### src/rtl/fifo_uart_tx.sv
// fifo_uart_tx: pops bytes from an 8-deep FIFO and sends them LSB-first as start/8 data/stop frames.
// Optional even-parity bit between data and stop when FIFO_UART_TX_PARITY_EN is defined.
module fifo_uart_tx #(
  parameter int CLKS_PER_BIT = 16
) (
  input  logic       clk,
  input  logic       rst,
  input  logic       fifo_empty,
  input  logic [7:0] fifo_data,
  output logic       fifo_rd,
  output logic       tx,
  output logic       busy,
  output logic       frame_done
);

  localparam int CW = (CLKS_PER_BIT > 1) ? $clog2(CLKS_PER_BIT) : 1;
  localparam logic [CW-1:0] LAST = CW'(CLKS_PER_BIT - 1);

`ifdef FIFO_UART_TX_PARITY_EN
  typedef enum logic [2:0] {S_IDLE, S_POP, S_WAIT, S_START, S_DATA, S_PARITY, S_STOP} state_t;
`else
  typedef enum logic [2:0] {S_IDLE, S_POP, S_WAIT, S_START, S_DATA, S_STOP} state_t;
`endif

  state_t        r_state, w_state;
  logic [CW-1:0] r_cnt, w_cnt;
  logic [2:0]    r_idx, w_idx;
  logic [7:0]    r_shift, w_shift;
  logic          r_tx, w_tx;
  logic          r_rd, r_busy, r_done;
  logic          w_last;

  // Next-state values; tx is produced from the next state so the line is registered.
  always_comb begin
    w_state = r_state;
    w_cnt   = r_cnt + CW'(1);
    w_idx   = r_idx;
    w_shift = r_shift;
    w_tx    = r_tx;
    w_last  = (r_cnt == LAST);
    case (r_state)
      S_IDLE: begin
        w_cnt = '0;
        w_tx  = 1'b1;
        if (!fifo_empty) w_state = S_POP;
      end
      S_POP: begin
        w_cnt   = '0;
        w_state = S_WAIT;
      end
      S_WAIT: begin
        w_cnt   = '0;
        w_shift = fifo_data;
        w_state = S_START;
        w_tx    = 1'b0;
      end
      S_START: begin
        if (w_last) begin
          w_cnt   = '0;
          w_idx   = '0;
          w_state = S_DATA;
          w_tx    = r_shift[0];
        end
      end
      S_DATA: begin
        if (w_last) begin
          w_cnt = '0;
          if (r_idx == 3'd7) begin
`ifdef FIFO_UART_TX_PARITY_EN
            w_state = S_PARITY;
            w_tx    = ^r_shift;
`else
            w_state = S_STOP;
            w_tx    = 1'b1;
`endif
          end else begin
            w_idx = r_idx + 3'd1;
            w_tx  = r_shift[w_idx];
          end
        end
      end
`ifdef FIFO_UART_TX_PARITY_EN
      S_PARITY: begin
        if (w_last) begin
          w_cnt   = '0;
          w_state = S_STOP;
          w_tx    = 1'b1;
        end
      end
`endif
      S_STOP: begin
        if (w_last) begin
          w_cnt   = '0;
          w_state = S_IDLE;
          w_tx    = 1'b1;
        end
      end
      default: begin
        w_cnt   = '0;
        w_state = S_IDLE;
        w_tx    = 1'b1;
      end
    endcase
  end

  always_ff @(posedge clk or negedge rst) begin
    if (!rst) begin
      r_state <= S_IDLE;
      r_cnt   <= '0;
      r_idx   <= '0;
      r_shift <= '0;
      r_tx    <= 1'b1;
      r_rd    <= 1'b0;
      r_busy  <= 1'b0;
      r_done  <= 1'b0;
    end else begin
      r_state <= w_state;
      r_cnt   <= w_cnt;
      r_idx   <= w_idx;
      r_shift <= w_shift;
      r_tx    <= w_tx;
      r_rd    <= (w_state == S_POP);
      r_busy  <= (w_state != S_IDLE);
      r_done  <= (w_state == S_STOP) && (w_cnt == LAST);
    end
  end

  assign fifo_rd    = r_rd;
  assign tx         = r_tx;
  assign busy       = r_busy;
  assign frame_done = r_done;

endmodule

### config.mk
export PLATFORM = sky130hd
export DESIGN_NAME = fifo_uart_tx
export DESIGN_NICKNAME = d
export VERILOG_FILES = /design/src/rtl/fifo_uart_tx.sv
export SDC_FILE = /design/constraint.sdc
export NUM_CORES = 1
export LEC_CHECK = 0
export BUFFER_PORTS_ARGS = -buffer_cell sky130_fd_sc_hd__buf_2
export CAP_MARGIN = 20
export CORE_UTILIZATION = 55
export DETAILED_ROUTE_END_ITERATION = 16
export PLACE_DENSITY = 0.86
export RECOVER_POWER = 25
export SLEW_MARGIN = 25
export SYNTH_ARGS = -nofsm -noshare
export SYNTH_HDL_FRONTEND = slang
export SYNTH_SLANG_ARGS = --single-unit
export TNS_END_PERCENT = 5
### constraint.sdc
create_clock -name clk -period 3.2 [get_ports clk]
set_input_delay 0.32 -clock clk [delete_from_list [all_inputs] [get_ports clk]]
set_output_delay 0.32 -clock clk [all_outputs]
set_load 0.02 [all_outputs]
After elaboration in Yosys (flattened, before gate mapping)
Cells that the tools add are included.
Widths: inputs -> output; s select.
- register bits after elaboration: 22
- output and inout port bits: 4
- logic and storage cells: 52
- add/subtract/negate cells: 2
- magnitude comparators: 1
- equality and inequality tests: 14
- muxes and demuxes: 19
- bitwise logic cells: 1
- reduce and logical (&&, ||, !) cells: 7
- operators by type and width (kind ; number):
    $mux 3 ; 8
    $pmux 3 s6 ; 1
    $eq 3x3->1 const B ; 4
    $eq 4x4->1 const B ; 2
    $mux 4 ; 2
    $ne 2x2->1 const B ; 4
    $reduce_and 4->1 ; 2
    $eq 3x1->1 const B ; 2
    $eq 3x2->1 const B ; 2
    $pmux 3 s2 ; 1
    $mux 1 ; 5
    $pmux 1 s5 ; 1
    $add 4x1->4 const B ; 1
    $lt 3x4->1 const B ; 1
    $add 3x1->3 const B ; 1
    $bmux 1 s3 ; 1
    $logic_not 3->1 ; 1
    $reduce_bool 3->1 ; 1
    $reduce_or 3->1 ; 1
    $reduce_bool 2->1 ; 1
    $logic_and 1x1->1 ; 1
    $not 1->1 ; 1

Longest topological paths before layout
Gate-level depths: netlist (run 1).
- depth in word-level cells: 6
- depth in mapped cells: 6

Worst setup path before layout (run 1)
OpenSTA, ideal clock, no wires.
- kind: register to register
- start: register r_cnt[0]
- end: register r_busy (netlist: busy)
- data arrival time: 1.511 ns
- data required time: 3.069 ns
- path slack: 1.558 ns
- cell stages (with the launch flop): 7
- clock period less this slack: 1.642 ns
- path through: dfrtp_1 > ha_1 > and3_1 > buf_6 > mux2i_1 > o22ai_1 > or3_1
- cells in the longest elaborated chain, start to end: 4
- RTL lines (item ; RTL line ; source):
    start: declaration ; 26 ; logic [CW-1:0] r_cnt, w_cnt;
    start signal: assignment ; 118 ; r_cnt <= w_cnt;
    $eq 4x4->1 (*) ; 40 ; w_last = (r_cnt == LAST);
    $mux 3 (on tied branches) ; 92, 58, 66 ;
    $pmux 3 s6 (*) ; 41 ; case (r_state)
    named net w_state[0] ; 25 ; state_t r_state, w_state;
    $reduce_bool 3->1 (*) ; 123 ; r_busy <= (w_state != S_IDLE);
    end signal: assignment ; 123 ;
    end: declaration ; 30 ; logic r_rd, r_busy, r_done;
Mark *: on every way through the listed nets, which the timed path passes. The rest lies on a longest branch.
A chain may end at the register's enable or synchronous reset.

Final worst setup path (run 1)
- start: register r_idx[0]
- end: register r_idx[0]
- cells in the longest elaborated chain, start to end: 4
- RTL lines (item ; RTL line ; source):
    start: declaration ; 27 ; logic [2:0] r_idx, w_idx;
    start signal: assignment ; 119 ; r_idx <= w_idx;
    $add 3x1->3 ; 77 ; w_idx = r_idx + 3'd1;
    $mux 3 ; 68 ; if (r_idx == 3'd7) begin
    $mux 3 ; 66 ; if (w_last) begin
    $pmux 3 s2 ; 41 ;
Several ways; a longest one is shown, not always the timed one. The select of a mux whose other input is x is not followed.

==> results of run 1 <==
==> cell usage in the layout, fill, tap and decap left out, types with 2 or more instances in the layout <==
cell type / instances
nand2b_1: 3
mux2_2: 9
dfrtp_1: 21
ha_1: 3
nand2_1: 2
clkbuf_4: 3
buf_2: 13
or3_1: 2
and3_2: 2
a22o_1: 2
a2bb2oi_1: 2
nor2b_1: 4
mux2i_1: 4
nand3_1: 3
nor2_1: 4
nor3_1: 5
==> worst max-delay path by stage <==
stage | end | startpoint | slack [ns]
final | r_idx[0] | r_idx[0] | 1.34
after global routing | r_idx[0] | r_idx[0] | 1.16
after CTS | r_idx[0] | r_idx[0] | 1.34
after detailed placement | r_idx[0] | r_idx[0] | 1.36
after global placement | busy | r_cnt[0] | 1.40
after floorplan | busy | r_cnt[0] | 1.56
==> metal layers <==
metal | track usage, % | vias up | wire length, um
met5 | 0 | - | 0
met3 | 2.35 | 4 | 41
li1 | - | 348 | -
met4 | 12.4 | 0 | 30
met1 | 25.6 | 324 | 841
met2 | 33.8 | 14 | 861
==> state kept, by name, summed over array words and instances, names as in the netlist <==
signal,count
tx,1
r_shift,8
busy,1
fifo_rd,1
r_state,3
frame_done,1
r_idx,3
r_cnt,4
==> what timing repair did <==
action,CTS,global route
gates resized for setup,0,0
hold endpoints to repair,21,0
hold buffers,1,0
==> through the flow <==
stage | hold slack (ns) | total power, mW | instance area [um^2] | cells
final | 0.166 | 0.457 | 1180 | 127
after CTS | 0.152 | 0.466 | 1180 | 127
after global routing | 0.155 | 0.475 | 1180 | 127
after global placement | 0.299 | 0.314 | 1140 | 122
after floorplan | 0.0244 | 0.301 | 1070 | 87
after detailed placement | 0.307 | 0.315 | 1140 | 122
==> power groups by stage <==
stage / Sequential (mW) / Combinational [mW] / Clock [mW]
after floorplan: 0.293 / 0.00872 / 0
after detailed placement: 0.293 / 0.0225 / 0
after global routing: 0.289 / 0.0255 / 0.161
after CTS: 0.288 / 0.0234 / 0.155
after global placement: 0.292 / 0.0214 / 0
final: 0.287 / 0.0225 / 0.147
==> critical path, stage by stage, from the launching register on <==
cell	delay, ns
dfrtp_1	0.44
ha_1	0.22
ha_1	0.20
nor4b_1	0.38
o21ai_0	0.21
mux2_2	0.30
==> cell type report <==
class	instances	area, um^2	share of cell area [%]
Timing Repair Buffer	15	78.8	6.67
Inverter	1	3.75	0.317
Clock buffer	4	36.3	3.07
Multi-Input combinational cell	60	480	40.6
Tap cell	25	31.3	2.65
Sequential cell	22	552	46.7
==> cells by family after synthesis <==
group / count (synthesis) / synth area share [%]
xor+xnor: 2 / 1.64
simple gates: 33 / 18.6
mux: 14 / 15.3
flops: 22 / 51.6
buf+inv: 5 / 3.40
compound gates: 8 / 5.86
fa+ha+maj: 3 / 3.51
==> flow_summary.ini, run 1 <==
[yosys]
yosysSeqAreaShare_pct = 51.6
synthArstFlopShare_pct = 100
netlist_area_mm2 = 0.00107
syn_inst = 87
synth.avg_cell_area_um2 = 12.3
synth_nets = 101
ys.warnings.count = 0
synth_top_area_share_pct = 49.2
yosysMostFrequentCell = dfrtp_1
yosysUniqueCellTypes = 33
ys.flop_type = dfrtp_1
synth_edf_count = 0
synth_seq_cells = 22
ys_top_cells_by_count = dfrtp_1 (21), mux2_2 (9), nor3_1 (5)
synth_area_leaders = dfrtp_1 (49%), mux2_2 (9.5%), mux2i_1 (3.7%), ha_1 (3.5%), dfstp_2 (2.5%)
synth_area_leader_cell = dfrtp_1

[power_and_ir_drop]
vdd_drop_max_mv = 0.279
pwr-share-seq_pct = 62.9
power_density_mw_per_mm2 = 387
p_clk_share_pct = 32.2
combPwrFrac_pct = 4.9
intPower_mw = 0.366
switchingPower_mw = 0.0912
leakage_nw = 0.560
switching_share_pct = 19.9

[cts]
clkTransAtPathRegs_ns = 0.11
cts_tree = built
clockBufferDepth = 2
cts_root_buffer = clkbuf_4
clock_sinks = 22
post_cts_buffers = 0
clock_latency_ns = 0.30
cts_made_buffers = 3
htree_num_levels = 1

[drt]
via_count = 690
drc_errors = 0
antenna_left = 0
first_iter_violations = 14
wl_per_cell_um = 14.0
dr.pass1.iters = 4
via_per_inst = 5.43
wirelength_mm = 1.78

[global_route]
grt_max_degree = 23
grtUsageTotal_pct = 20.5
grt_pass1_vias = 681
antenna_found_initial = 0
grt_pass1_wl_mm = 3.00
grt_overflow = 0

[placement]
numPortBuffers = 14
pre_cts_slack_ns = 1.36
gp_congestion = 0.774
hpwl_mm = 1.32

[timing]
skew_ns = 0.00257
drv_slew = 0
slew_headroom_pct = 24.1
period_share_pct = 58.0
period_needed_ns = 1.86
rsz0062_at_grt = false
postLayoutSetupSlackWorst_ns = 1.34
fmax_mhz = 539
setup_viol = 0
hold_viol = 0
worst_pin_slew_ns = 1.14
tns_ns = 0

[die]
fp.dieH_um = 46.1
core_mm2 = 0.00176
num_rows = 15
fp.dieW_um = 46.1
ios = 15
start_util_pct = 60.6
die-area_mm2 = 0.00212

[worst_setup_path]
reg2reg_slack_ns = 1.34
start_kind = register
r2r_end = r_idx[0]
crit_type = register to register
regToRegStartpoint = r_idx[0]
crit_arrival_ns = 2.06
cp.required_ns = 3.40
r2r_cells = 5
crit_fanout = 5
end_kind = register

[min_path]
hold_class = primary input to register
worstHoldPathCells = 2
min_to = fifo_rd
hold_start = fifo_empty

[layout]
num_antenna_cells = 0
drive_above_1_share_pct = 32.4
area_growth_pct = 10.7
nFillCells = 156
nNetsFinal = 117
utilization_pct = 67.0

[outcome]
status = finished, final reports clean

[job]
maxCapViolations = 0
(Power assumes the default switching activity.)
==> run 2: changes to the inputs <==
--- a/config.mk
+++ b/config.mk
@@ -7,9 +7,9 @@
 export LEC_CHECK = 0
 export BUFFER_PORTS_ARGS = -buffer_cell sky130_fd_sc_hd__buf_2
 export CAP_MARGIN = 20
-export CORE_UTILIZATION = 55
+export CORE_UTILIZATION = 49
 export DETAILED_ROUTE_END_ITERATION = 16
-export PLACE_DENSITY = 0.86
+export PLACE_DENSITY = 0.82
 export RECOVER_POWER = 25
 export SLEW_MARGIN = 25
 export SYNTH_ARGS = -nofsm -noshare
==> constraint.sdc (replaced) <==
create_clock -name clk -period 1.57 [get_ports clk]
set_input_delay 0.157 -clock clk [delete_from_list [all_inputs] [get_ports clk]]
set_output_delay 0.157 -clock clk [all_outputs]
set_load 0.02 [all_outputs]
==> flow_summary.ini, run 2 (same netlist as run 1, synthesis figures left out) <==
[outcome]
status = complete, but fails checks
violations = negative setup slack

[worst_setup_path]
crit_arrival_ns = 1.83
regToRegStartpoint = r_idx[1]
cp_common_cell = ha_4
crit_fanout = 2
cp_slowest_cell = dfrtp_1
end_kind = register
slowest_delay_ns = 0.43
cp.required_ns = 1.77
crit_type = register to register
cp-startpoint = r_idx[1]
crit_chain = ha_4 > ha_4 > nor2b_4 > mux2i_1 > o22ai_1 > or3_1
start_kind = register

[timing]
period_share_pct = 104
slew_headroom_pct = 22.9
hold_viol = 0
rsz0062_at_grt = true
skew_ns = 0.00597
holdWs_ns = 0.0654
period_needed_ns = 1.63
setup_viol = 2
postLayoutSetupSlackWorst_ns = -0.0577
worst_pin_slew_ns = 1.16
tns_ns = -0.0686
fmax_mhz = 614
drv_slew = 0

[layout]
final_cell_area_mm2 = 0.00135
final_common_cell = dfrtp_1
nFillCells = 158
regArea_um2 = 552
multi_input_area_um2 = 519
nNetsFinal = 131
layout_common_cells = dfrtp_1 (21), buf_2 (13), buf_4 (13), mux2_2 (9), nor3_1 (5)
largest-register = r_shift
largest_reg_flops = 8
reg_top3 = r_shift x8, r_cnt x4
area_growth_pct = 26.1
num_antenna_cells = 0
drive_above_1_share_pct = 44.0

[cts]
clock_latency_ns = 0.31
cts_tree = built
clock_sinks = 22
cts_root_buffer = clkbuf_4
clkTransAtPathRegs_ns = 0.12
clockBufferDepth = 2
cts_made_buffers = 3
htree_num_levels = 1

[drt]
via_per_inst = 5.35
wirelength_mm = 1.99
wl_per_cell_um = 13.9
drc_errors = 0
first_iter_violations = 12
antenna_left = 0
dr.pass1.iters = 4
via_count = 765

[global_route]
antenna_found_initial = 0
grt_pass1_vias = 790
grt_overflow = 0
grtUsageTotal_pct = 20.3
grt_pass1_wl_mm = 3.49
grt_max_degree = 23

[die]
ios = 15
core_mm2 = 0.00200
die-area_mm2 = 0.00237
start_util_pct = 53.4
fp.dieW_um = 48.7
fp.dieH_um = 48.7
num_rows = 16

[placement]
place_area_mm2 = 0.00126
gp_congestion = 0.764
pre_cts_slack_ns = -0.0764
numPortBuffers = 14
hpwl_mm = 1.48

[power_and_ir_drop]
leakage_nw = 0.628
vdd_drop_max_mv = 0.635
power_density_mw_per_mm2 = 788

[min_path]
hold_class = primary input to register
hold_start = fifo_data[1]

[job]
maxCapViolations = 0
==> run 2: stage by stage <==
step | std cells | utilization, % | power [mW]
finish | 143 | 67.3 | 1.06
global route | 143 | 67.3 | 1.11
CTS | 143 | 67.2 | 1.08
detailed placement | 137 | 62.9 | 0.642
global placement | 137 | 62.9 | 0.639
floorplan | 87 | - | 0.614
==> run 2: final cells by class <==
type | instances | share of cell area [%]
clock buffers | 3 | 1.67
flip-flops and latches | 22 | 40.9
inverters | 1 | 0.279
clock inverters | 1 | 2.23
well taps | 27 | 2.51
multi-input cells | 60 | 38.5
repair buffers | 29 | 13.8
==> run 2: worst max-delay path: cells and delay by family (launching register included) <==
kind,cells,cell delay [ns]
DFF,1,0.43
and+or+nand+nor,2,0.47
adders and majority gates,2,0.33
AOI/OAI and AO/OA,1,0.12
muxes,1,0.15
==> run 2: power breakdown <==
part	switching (mW)	total (mW)	leakage [nW]	internal [mW]
registers	0.00638	0.586	0.252	0.579
logic	0.0211	0.0477	0.348	0.0265
clock network	0.171	0.429	0.0279	0.258
==> run 2: routing by layer <==
layer | up-vias | global-route usage (%) | share of wire [%]
met1 | 373 | 25.5 | 45
li1 | 373 | - | -
met2 | 14 | 31.9 | 49
met4 | 0 | 11.8 | 2.6
met5 | - | 0 | 0
met3 | 5 | 4.72 | 3.0
==> run 2: repair_timing <==
item	4_1_cts	5_1_grt
buffers inserted	0	0
gates resized for setup	4	1
pin swaps	3	1
endpoints found under the setup margin	5	11
hold buffers	2	0
endpoints found under the hold margin	22	0
==> run 2: path summary, 6_finish.rpt <==
path	endpoint	slack (ns)	cells after the start
worst max register to register	busy	-0.06	6
worst max-delay path	busy	-0.06	6
min in group asynchronous	r_idx[1]	0.58	2
worst min-delay path	r_shift[1]	0.07	2
max in group asynchronous	r_shift[2]	0.31	2
worst min register to register	tx	0.51	1
==> run 3: changes to the inputs <==
--- a/config.mk
+++ b/config.mk
@@ -9,8 +9,9 @@
 export CAP_MARGIN = 20
 export CORE_UTILIZATION = 49
 export DETAILED_ROUTE_END_ITERATION = 16
-export PLACE_DENSITY = 0.82
+export PLACE_DENSITY_LB_ADDON = 0.05
 export RECOVER_POWER = 25
+export SETUP_SLACK_MARGIN = 0.02
 export SLEW_MARGIN = 25
 export SYNTH_ARGS = -nofsm -noshare
 export SYNTH_HDL_FRONTEND = slang
==> constraint.sdc (replaced) <==
create_clock -name clk -period 1.57 [get_ports clk]
set_input_delay 0.2355 -clock clk [delete_from_list [all_inputs] [get_ports clk]]
set_output_delay 0.2355 -clock clk [all_outputs]
set_load 0.02 [all_outputs]
==> flow_summary.ini, run 3 (same netlist as run 1, synthesis figures left out) <==
[global_route]
antenna_found_initial = 0
grt_pass1_wl_mm = 3.68
grt_pass1_vias = 830
grtUsageTotal_pct = 20.6
grt_overflow = 0
grt_max_degree = 23

[timing]
skew_ns = 0.00847
slew_headroom_pct = 63.4
worst_pin_slew_ns = 0.550
period_needed_ns = 1.58
fmax_mhz = 634
setup_viol = 2
period_share_pct = 100
postLayoutSetupSlackWorst_ns = -0.00752
hold_viol = 0
drv_slew = 0
rsz0062_at_grt = true

[layout]
nNetsFinal = 134
regArea_um2 = 552
area_growth_pct = 29.4
drive_above_1_share_pct = 49.6
utilization_pct = 69.1
multi_input_area_um2 = 547
largest-register = r_shift
num_antenna_cells = 0
largest_reg_flops = 8
final_common_cell = dfrtp_1
nFillCells = 160
instances_no_fill = 146
reg_top3 = r_shift x8, r_cnt x4
layout_common_cells = dfrtp_1 (21), buf_4 (16), buf_2 (13), mux2_2 (9)

[drt]
wirelength_mm = 2.09
antenna_left = 0
top_layer_used = met4
drc_errors = 0
via_per_inst = 5.23
dr.pass1.iters = 3
first_iter_violations = 8
drt-met1-wl_mm = 1.05
met2_length_um = 916
wl_per_cell_um = 14.3
dr_wl_met3_um = 51
via_count = 764

[power_and_ir_drop]
vdd_drop_max_mv = 0.574
leakage_nw = 0.654
power_density_mw_per_mm2 = 649

[worst_setup_path]
crit_type = register to register
start_kind = register
crit_fanout = 3
cp.required_ns = 1.76
end_kind = register
crit_arrival_ns = 1.77

[cts]
clock_sinks = 22
cts_tree = built
clock_latency_ns = 0.30
cts_root_buffer = clkbuf_4
clkTransAtPathRegs_ns = 0.11
clockBufferDepth = 2
htree_num_levels = 1
cts_made_buffers = 3

[min_path]
hold_class = primary input to register

[die]
fp.dieW_um = 48.7
die-area_mm2 = 0.00237
ios = 15
num_rows = 16
start_util_pct = 53.4
core_mm2 = 0.00200
fp.dieH_um = 48.7

[placement]
dp.cells = 138
gp_congestion = 0.790
hpwl_mm = 1.54
numPortBuffers = 14

[job]
maxCapViolations = 0

[outcome]
violations = negative setup slack
status = complete, but fails checks
==> run 3: cell types whose count changed in the layout (fill, tap and decap cells not counted), sizes merged <==
cell         before  now
buf              26   30
clkbuf            4    5
bufinv            1    0
dlygate4sd3       2    1
==> run 3: per-layer routing <==
| metal | vias up | track usage [%] |
|---|---|---|
| met5 | - | 0 |
| met4 | 0 | 9.31 |
| met3 | 8 | 3.77 |
| met2 | 16 | 32.2 |
| met1 | 361 | 27.7 |
| li1 | 379 | - |
==> run 3: report_power, final <==
group          switching (mW)  internal (mW)
sequential            0.00649          0.579
clock                   0.164         0.0988
combinational          0.0216         0.0269
total                   0.193          0.705
==> run 3: worst max-delay path, stage by stage, from the launching register on <==
cell and delay (ns):
dfrtp_1 0.44, ha_4 0.18, ha_4 0.15, nor4b_2 0.26
o21ai_1 0.15, mux2_2 0.29
==> run 3: timing repair <==
action / in CTS / in global routing
resized for setup: 9 / 1
setup buffers: 2 / 1
hold buffers: 1 / 0
endpoints found under the setup margin: 4 / 14
hold endpoints to repair: 21 / 0
pin swaps: 6 / 2
cloned: 0 / 0
==> run 3: final cells by class <==
class                           count  area share (%)
Clock buffer                        4            1.90
Inverter                            1           0.271
Multi-Input combinational cell     60            39.5
Sequential cell                    22            39.9
Tap cell                           27            2.44
Timing Repair Buffer               32            15.9
==> run 3: metrics by stage <==
step | TNS, ns | instance area, um^2 | setup slack (ns) | power [mW] | hold slack (ns)
after floorplan | -0.0399 | 1090 | -0.0360 | 0.614 | -0.0601
after global placement | -0.0984 | 1280 | -0.0564 | 0.640 | 0.220
after detailed placement | -0.141 | 1280 | -0.0871 | 0.642 | 0.227
after CTS | -0.00153 | 1370 | -0.00153 | 0.908 | 0.0905
after global routing | -0.612 | 1380 | -0.0733 | 0.930 | 0.105
final | -0.0141 | 1380 | -0.00752 | 0.898 | 0.0990
==> run 3: worst paths after layout <==
| check | endpoint | startpoint | cells after the start | slack [ns] |
|---|---|---|---|---|
| min | fifo_rd | fifo_empty | 2 | 0.1 |
| min in group asynchronous | r_cnt[1] | rst | 2 | 0.43 |
| max | r_idx[0] | r_idx[1] | 5 | -0.008 |
| min reg2reg | tx | tx | 1 | 0.51 |
| max in group asynchronous | tx | rst | 2 | 0.76 |
| max reg2reg | r_idx[0] | r_idx[1] | 5 | -0.008 |
